File: src/rtl/cdb_broadcast.sv
// cdb_broadcast: per-FU result FIFOs arbitrated round-robin onto
// up to CDB_PORTS registered common-data-bus wakeup lanes.
// Lanes j: 0 LSU, 1 MULT, 2 BTU, 3 ALU.
// Ports:
//   clk, reset (async, active-low)
//   fu_valid/fu_tag/fu_value -> push into FIFO j; fu_ready back
//   squash                   -> flush all buffered results
//   wakeup/wakeup_tag/value  -> registered broadcast per lane
module cdb_broadcast #(
  parameter int CDB_PORTS   = 2,
  parameter int FIFO_DEPTH  = 2,
  parameter int XLEN        = 32,
  parameter int ROB_TAG_LEN = 6
) (
  input  logic                        clk,
  input  logic                        reset,
  input  logic [3:0]                  fu_valid,
  input  logic [3:0][ROB_TAG_LEN-1:0] fu_tag,
  input  logic [3:0][XLEN-1:0]        fu_value,
  output logic [3:0]                  fu_ready,
  input  logic                        squash,
  output logic [3:0]                  wakeup,
  output logic [3:0][ROB_TAG_LEN-1:0] wakeup_tag,
  output logic [3:0][XLEN-1:0]        wakeup_value
);

  localparam int PW = (FIFO_DEPTH > 1) ? $clog2(FIFO_DEPTH) : 1;
  localparam int CW = PW + 1;
  localparam logic [CW-1:0] DEPTH_C = CW'(FIFO_DEPTH);
  localparam logic [2:0]    PORTS_C = 3'(CDB_PORTS);

  logic [ROB_TAG_LEN-1:0] tag_mem [4][FIFO_DEPTH];
  logic [XLEN-1:0]        val_mem [4][FIFO_DEPTH];

  logic [3:0][PW-1:0] head_q, head_d;
  logic [3:0][PW-1:0] tail_q, tail_d;
  logic [3:0][CW-1:0] cnt_q, cnt_d;
  logic [1:0]         rr_q, rr_d;

  logic [3:0]                  wk_q, wk_d;
  logic [3:0][ROB_TAG_LEN-1:0] tag_q, tag_d;
  logic [3:0][XLEN-1:0]        val_q, val_d;

  logic [3:0] push;
  logic [3:0] gnt;
  logic [2:0] ngnt;
  logic [1:0] idx;
  logic [1:0] last;

  // Ready comes from the registered count only, so a pop in
  // the same cycle never opens a slot early.
  always_comb begin
    fu_ready = '0;
    for (int j = 0; j < 4; j++) begin
      fu_ready[j] = reset & (cnt_q[j] < DEPTH_C);
    end
  end

  assign push = fu_valid & fu_ready;

  // Round-robin scan from rr_q, granting at most CDB_PORTS
  // non-empty FIFOs; the pointer moves past the last winner.
  always_comb begin
    gnt  = '0;
    ngnt = '0;
    last = rr_q;
    idx  = '0;
    for (int k = 0; k < 4; k++) begin
      idx = rr_q + 2'(k);
      if (cnt_q[idx] != '0 && ngnt < PORTS_C) begin
        gnt[idx] = 1'b1;
        ngnt     = ngnt + 3'd1;
        last     = idx;
      end
    end
    rr_d = (|gnt) ? last + 2'd1 : rr_q;
    if (squash) begin
      rr_d = '0;
    end
  end

  always_comb begin
    head_d = head_q;
    tail_d = tail_q;
    cnt_d  = cnt_q;
    wk_d   = '0;
    tag_d  = '0;
    val_d  = '0;
    for (int j = 0; j < 4; j++) begin
      if (gnt[j]) begin
        head_d[j] = head_q[j] + PW'(1);
        wk_d[j]   = 1'b1;
        tag_d[j]  = tag_mem[j][head_q[j]];
        val_d[j]  = val_mem[j][head_q[j]];
      end
      if (push[j]) begin
        tail_d[j] = tail_q[j] + PW'(1);
      end
      cnt_d[j] = cnt_q[j]
               + {{PW{1'b0}}, push[j]}
               - {{PW{1'b0}}, gnt[j]};
    end
    // Flush wins over both pushes and grants.
    if (squash) begin
      head_d = '0;
      tail_d = '0;
      cnt_d  = '0;
      wk_d   = '0;
      tag_d  = '0;
      val_d  = '0;
    end
  end

  always_ff @(posedge clk or negedge reset) begin
    if (!reset) begin
      head_q <= '0;
      tail_q <= '0;
      cnt_q  <= '0;
      rr_q   <= '0;
      wk_q   <= '0;
      tag_q  <= '0;
      val_q  <= '0;
    end else begin
      head_q <= head_d;
      tail_q <= tail_d;
      cnt_q  <= cnt_d;
      rr_q   <= rr_d;
      wk_q   <= wk_d;
      tag_q  <= tag_d;
      val_q  <= val_d;
    end
  end

  // Storage needs no reset: occupancy alone decides validity.
  always_ff @(posedge clk) begin
    for (int j = 0; j < 4; j++) begin
      if (push[j]) begin
        tag_mem[j][tail_q[j]] <= fu_tag[j];
        val_mem[j][tail_q[j]] <= fu_value[j];
      end
    end
  end

  assign wakeup       = wk_q;
  assign wakeup_tag   = tag_q;
  assign wakeup_value = val_q;

endmodule

File: config.mk
export PLATFORM = sky130hd
export DESIGN_NAME = cdb_broadcast
export DESIGN_NICKNAME = d
export VERILOG_FILES = /design/src/rtl/cdb_broadcast.sv
export SDC_FILE = /design/constraint.sdc
export NUM_CORES = 1
export LEC_CHECK = 0
export CORE_MARGIN = 5
export CORE_UTILIZATION = 35
export CTS_BUF_LIST = sky130_fd_sc_hd__clkbuf_8 sky130_fd_sc_hd__clkbuf_16
export DETAILED_ROUTE_END_ITERATION = 6
export SLEW_MARGIN = 5
export SYNTH_ARGS = -nofsm -noshare
export SYNTH_HDL_FRONTEND = slang
export SYNTH_SLANG_ARGS = --single-unit
File: constraint.sdc
create_clock -name clk -period 5.2 [get_ports clk]
set_clock_uncertainty 0.1 [all_clocks]
set_input_delay 0.52 -clock clk [delete_from_list [all_inputs] [get_ports clk]]
set_output_delay 0.52 -clock clk [all_outputs]
set_load 0.02 [all_outputs]
==> out/metrics.cfg, run 1 <==
[detailed_routing]
drt_iter0_markers=465
drcViolationCount=0
drtPass1Iterations=4
wl_per_cell_um=18.8
wirelength_mm=37.4
ant_nets=0
vias=9127
routed_via_density=4.59

[die]
die_y_um=230
rows=80
coreArea_mm2=0.0478
die_w_um=230
die_area_mm2=0.0530
initial_core_util=0.355
pin_count=319

[clock_network]
cts_buffers=51
root_buffer=clkbuf_16
clock_latency_ps=570
h-tree-depth=2
cts_tree=built
ctsResizeCount=0
cts.sinks=478
clkTransAtPathRegs_ps=60
clockBufferDepth=3
post_cts_buffers=0
hold_buffers=1

[finish]
regArea_mm2=0.0135
fin_nets=1504
synthToLayoutAreaGrowth_pct=33.1
fillers=4153
mostFrequentLayoutCells=clkdlybuf4s50_1 (317), edfxtp_1 (304), nor2_1 (171)
multi_input_comb_area_mm2=0.00327
mostFrequentLayoutCell=clkdlybuf4s50_1
drive_gt1_frac=0.0853
post-route-util=0.472

[pwr]
comb_power_share=0.306
p_switching_mw=3.84
ir_drop_mv=0.338
leakagePower_nw=8.64
clkPwrFrac=0.288
p_int_mw=8.53
pwr-share-seq=0.405
p_per_area_mw_per_mm2=548
swShare=0.311

[synthesis]
syn_nets=1158
yosys_warnings=0
ys_types=53
ys_seq_area_frac=0.795
ys.flop_type=edfxtp_1
ys_ff_latch=478
async_flop_share=0.364
syn_inst=983
postSynthAreaPerCell_um2=17.3
synth_edf_count=304
synth_area_mm2=0.0170

[run]
maxCapViolations=0

[grt]
grt_pass1_vias=9887
grt.total_usage=0.139
antenna_found_initial=3
grt_pass1_wl_mm=57.8
grt_max_degree=85
gr-total-overflow=0

[worst_hold_path]
hold_class=reg2reg

[worst_setup_path]
start_kind=flop
crit_path_end_kind=flop
critPathRequiredTime_ps=5520
crit_path_max_fanout=18
cp.arrival_ps=4540
timing.setup.critical_path_class=reg2reg

[placement]
gp_congestion=0.828
portBuffers=318
dp_hpwl_mm=23.4

[sta]
setup_violations=0
slew_headroom=0.318
worstMarginPinSlew_ps=1020
rsz0062_at_grt=no
hold_viol=0
fin_setup_tns_ps=0
max_clock_freq_mhz=237
fin_crit_sh=0.812
layout_min_cycle_time_ps=4220
drv_slew=0

[status]
status=finished clean

-- routing by layer --
layer	part of all wire	routed length, um	up-vias	global-route usage
met2	0.48	18100	287	0.230
li1	-	-	4231	-
met5	0.00019	7	-	0
met3	0.068	2560	73	0.0395
met4	0.027	1010	2	0.0467
met1	0.42	15800	4534	0.177
-- through the flow --
step / cell area (um2) / worst slack, ps / hold WS [ps] / power, mW / instances
global placement: 20900 / 1120 / 363 / 8.89 / 1890
floorplan: 17000 / 1450 / 124 / 7.32 / 983
CTS: 22600 / 989 / 374 / 12.6 / 1986
detailed placement: 20900 / 1010 / 373 / 8.95 / 1890
finish: 22600 / 979 / 376 / 12.4 / 1988
global route: 22600 / 685 / 394 / 13.0 / 1987
-- cell type report --
type,count,share of cell area
sequential,478,0.597
timing repair buffer,334,0.147
multi-input combinational,445,0.145
clock buffer,58,0.0618
tap,615,0.0341
clock inverter,37,0.0125
inverter,19,0.00316
antenna,2,0.000222
-- power by group through the flow --
stage                     clock (mW)  combinational (mW)  sequential (mW)
final                           3.56                3.79             5.02
after global routing            3.85                4.11             5.09
after CTS                       3.69                3.87             5.03
after detailed placement           0                3.86             5.09
after global placement             0                3.80             5.09
after floorplan                    0                1.82             5.50
-- synthesized netlist by cell type, types with 2 or more instances --
library cell | instances | share of area
edfxtp_1 | 304 | 0.54
nor2_1 | 175 | 0.039
dfrtp_1 | 174 | 0.26
mux2i_1 | 152 | 0.090
clkbuf_1 | 20 | 0.0044
ha_1 | 16 | 0.012
buf_2 | 12 | 0.0035
inv_1 | 12 | 0.0027
xor2_1 | 12 | 0.0062
nor2b_1 | 9 | 0.0033
and3_1 | 7 | 0.0026
inv_2 | 7 | 0.0015
nand2_1 | 7 | 0.0015
or2_1 | 7 | 0.0026
buf_1 | 5 | 0.0011
xnor2_1 | 5 | 0.0026
a22o_1 | 4 | 0.0021
nor3_1 | 4 | 0.0012
buf_6 | 3 | 0.0020
mux4_2 | 3 | 0.0040
nand3_1 | 3 | 0.00088
nor3b_1 | 3 | 0.0013
o211ai_1 | 3 | 0.0013
a21boi_1 | 2 | 0.00088
a22oi_1 | 2 | 0.00088
a311oi_1 | 2 | 0.0010
nor4_1 | 2 | 0.00074
nor4b_1 | 2 | 0.0010
or2_2 | 2 | 0.00074
-- state kept, by name, indices dropped and copies added (netlist names) --
name	count
tail_q	4
wakeup_value	128
tag_mem	48
wakeup	4
rr_q	2
cnt_q	8
wakeup_tag	24
val_mem	256
head_q	4
-- path summary, 6_finish.rpt --
path / start / cells past startpoint / slack (ps) / to
max: rr_q[1] / 16 / 980 / cnt_q[3]
min: val_mem[2][60] / 2 / 380 / wakeup_value[92]
max reg2reg: rr_q[1] / 16 / 980 / cnt_q[3]
min reg2reg: val_mem[2][60] / 2 / 380 / wakeup_value[92]
max in group asynchronous: reset / 4 / 2680 / wakeup_value[91]
min in group asynchronous: reset / 2 / 510 / tail_q[0]
-- critical path, cell delays in order, from the launching register on --
cell and delay [ps]:
dfrtp_1 680, inv_1 260, ha_1 470, inv_1 120, mux4_2 350, inv_2 80
ha_1 170, or2_1 300, and2_4 210, a221oi_4 420, inv_1 80, ha_1 280
inv_1 40, ha_1 170, xor2_1 160, xnor2_1 140, nor2_1 60
-- cell families after synthesis --
| group | synth area share |
|---|---|
| simple gates | 0.0565 |
| xor+xnor | 0.00877 |
| mux | 0.0936 |
| buf+inv | 0.0157 |
| compound gates | 0.0190 |
| fa+ha+maj | 0.0118 |
| flops | 0.795 |
No activity file was read; power rests on OpenSTA's default activity.
==> run 2, diff against run 1 <==
==> constraint.sdc (replaced) <==
create_clock -name clk -period 3.85 [get_ports clk]
set_clock_uncertainty 0.1 [all_clocks]
set_input_delay 0.385 -clock clk [delete_from_list [all_inputs] [get_ports clk]]
set_output_delay 0.385 -clock clk [all_outputs]
set_load 0.02 [all_outputs]
==> run 2 against run 1 <==
Net effect: die area is the same; first-iteration DRC count is 8.6% higher; design area rose by 0.64%; final cell count increased by 0.40%; clock power rose by 35%; global-route usage is essentially flat; critical endpoint is now cnt_q[5]; largest power group unchanged.
==> out/metrics.cfg, run 2 (synthesis results as in run 1) <==
[clock_network]
h-tree-depth=2
cts_tree=built
cts.sinks=478
clock_latency_ps=570
cts_buffers=50
clkTransAtPathRegs_ps=60
root_buffer=clkbuf_16
post_cts_buffers=0
clockBufferDepth=3

[finish]
regArea_mm2=0.0135
mostFrequentLayoutCell=clkdlybuf4s50_1
drive_gt1_frac=0.101
synthToLayoutAreaGrowth_pct=34.0
fin_nets=1515
final_cell_area_mm2=0.0227
mostFrequentLayoutCells=clkdlybuf4s50_1 (317), edfxtp_1 (304), nor2_1 (171)
largest_reg_flops=256
fillers=4140
multi_input_comb_area_mm2=0.00328
post-route-util=0.475

[worst_setup_path]
rr_worst_depth=16
start_kind=flop
crit_path_end_kind=flop
crit_path_max_fanout=14
crit_slowest_cell=dfrtp_2
timing.setup.critical_path_class=reg2reg
max_stage_delay_ps=500
reg2reg_from=rr_q[1]
path_cells=inv_1 > ha_1 > inv_1 > mux4_2 > inv_2 > ha_1 > or2_1 > a31o_4 > nor2_1 > inv_1 > ha_1 > inv_1 > ha_1 > xor2_1 > xnor2_1 > nor2_1
critPathRequiredTime_ps=4210
reg2reg_slack_ps=240
reg2reg_to=cnt_q[5]
endpoint=cnt_q[5]
cp-startpoint=rr_q[1]
cp.arrival_ps=3960

[die]
initial_core_util=0.355
rows=80
coreArea_mm2=0.0478
die_w_um=230
die_y_um=230
pin_count=319
die_area_mm2=0.0530

[sta]
drv_slew=0
layout_min_cycle_time_ps=3610
worstMarginPinSlew_ps=1020
rsz0062_at_grt=no
setup_violations=0
slew_headroom=0.318
fin_crit_sh=0.937
fin_setup_tns_ps=0
hold_viol=0
max_clock_freq_mhz=277
fin_ws_ps=243

[grt]
antenna_found_initial=1
gr-total-overflow=0
grt_max_degree=68
grt_pass1_vias=9755
grt_pass1_wl_mm=57.8
grt.total_usage=0.139

[pwr]
clkPwrFrac=0.284
leakagePower_nw=8.70
swShare=0.312
pwr-share-seq=0.404
p_total_mw=16.9
p_int_mw=11.6
p_per_area_mw_per_mm2=742
comb_power_share=0.312
ir_drop_mv=0.379
p_switching_mw=5.26

[detailed_routing]
wl_per_cell_um=18.8
wirelength_mm=37.5
routed_via_density=4.61
drtPass1Iterations=6
drt_iter0_markers=505
vias=9192
ant_nets=0
drcViolationCount=0

[placement]
dpl_cell_area_mm2=0.0210
gp_congestion=0.851
pre_cts_ws_ps=49.4
portBuffers=318
dp_hpwl_mm=23.9

[status]
status=finished clean

[run]
maxCapViolations=0

[worst_hold_path]
hold_class=in2async

## run 2: layer usage
layer  global-route usage  part of all wire
met1                0.173              0.42
met2                0.234              0.49
met3               0.0480             0.069
met4               0.0340             0.019
met5                    0                 0
## run 2: power groups by stage
stage / Combinational, mW / Clock (mW) / Sequential (mW)
5_1_grt: 5.68 / 5.19 / 6.92
2_1_floorplan: 2.45 / 0 / 7.43
4_1_cts: 5.33 / 4.98 / 6.84
6_report: 5.26 / 4.80 / 6.82
3_5_place_dp: 5.30 / 0 / 6.92
3_3_place_gp: 5.23 / 0 / 6.93
## run 2: worst min path at each step
stage / startpoint / end / slack, ps / cells past startpoint
after detailed placement: reset / cnt_q[1] / 160 / 1
after CTS: reset / cnt_q[5] / 90 / 2
after global placement: reset / cnt_q[2] / 160 / 1
after floorplan: reset / cnt_q[0] / -10 / 0
after global routing: reset / tail_q[1] / 110 / 2
final: reset / tail_q[2] / 130 / 2
## run 2: area by class of cell
class | instances | share of cell area
Sequential cell | 478 | 0.593
Timing Repair Buffer | 346 | 0.152
Multi-Input combinational cell | 445 | 0.144
Clock buffer | 59 | 0.0620
Tap cell | 615 | 0.0339
Clock inverter | 33 | 0.0115
Inverter | 19 | 0.00314
Antenna cell | 1 | 0.000110
## run 2: through the flow
stage	std cells	hold slack, ps
finish	1996	133
global route	1995	112
CTS	1995	92.8
detailed placement	1902	164
global placement	1902	161
floorplan	983	-10.6
## run 2: timing repair
| item | 4_1_cts | 5_1_grt |
|---|---|---|
| gates resized for setup | 0 | 4 |
| setup endpoints to repair | 0 | 4 |
| hold endpoints to repair | 11 | 0 |
| hold buffers | 1 | 0 |
## run 2: worst max-delay path, delay by kind of cell (launching register included)
kind                     cells  cell delay [ps]
AO/OA/AOI/OAI                1              300
multiplexers                 1              260
adder cells (fa/ha/maj)      4             1000
buffers and inverters        5              380
flip-flops                   1              500
XOR/XNOR                     2              350
AND/OR/NAND/NOR              3              580
==> run 3, diff against run 2 <==
--- a/config.mk
+++ b/config.mk
@@ -9,7 +9,8 @@
 export CORE_UTILIZATION = 35
 export CTS_BUF_LIST = sky130_fd_sc_hd__clkbuf_8 sky130_fd_sc_hd__clkbuf_16
 export DETAILED_ROUTE_END_ITERATION = 6
-export SLEW_MARGIN = 5
+export SLEW_MARGIN = 20
 export SYNTH_ARGS = -nofsm -noshare
 export SYNTH_HDL_FRONTEND = slang
 export SYNTH_SLANG_ARGS = --single-unit
+export TNS_END_PERCENT = 10
==> results of run 3 <==
The final DEF is identical to that of run 2; final timing and power are the same.
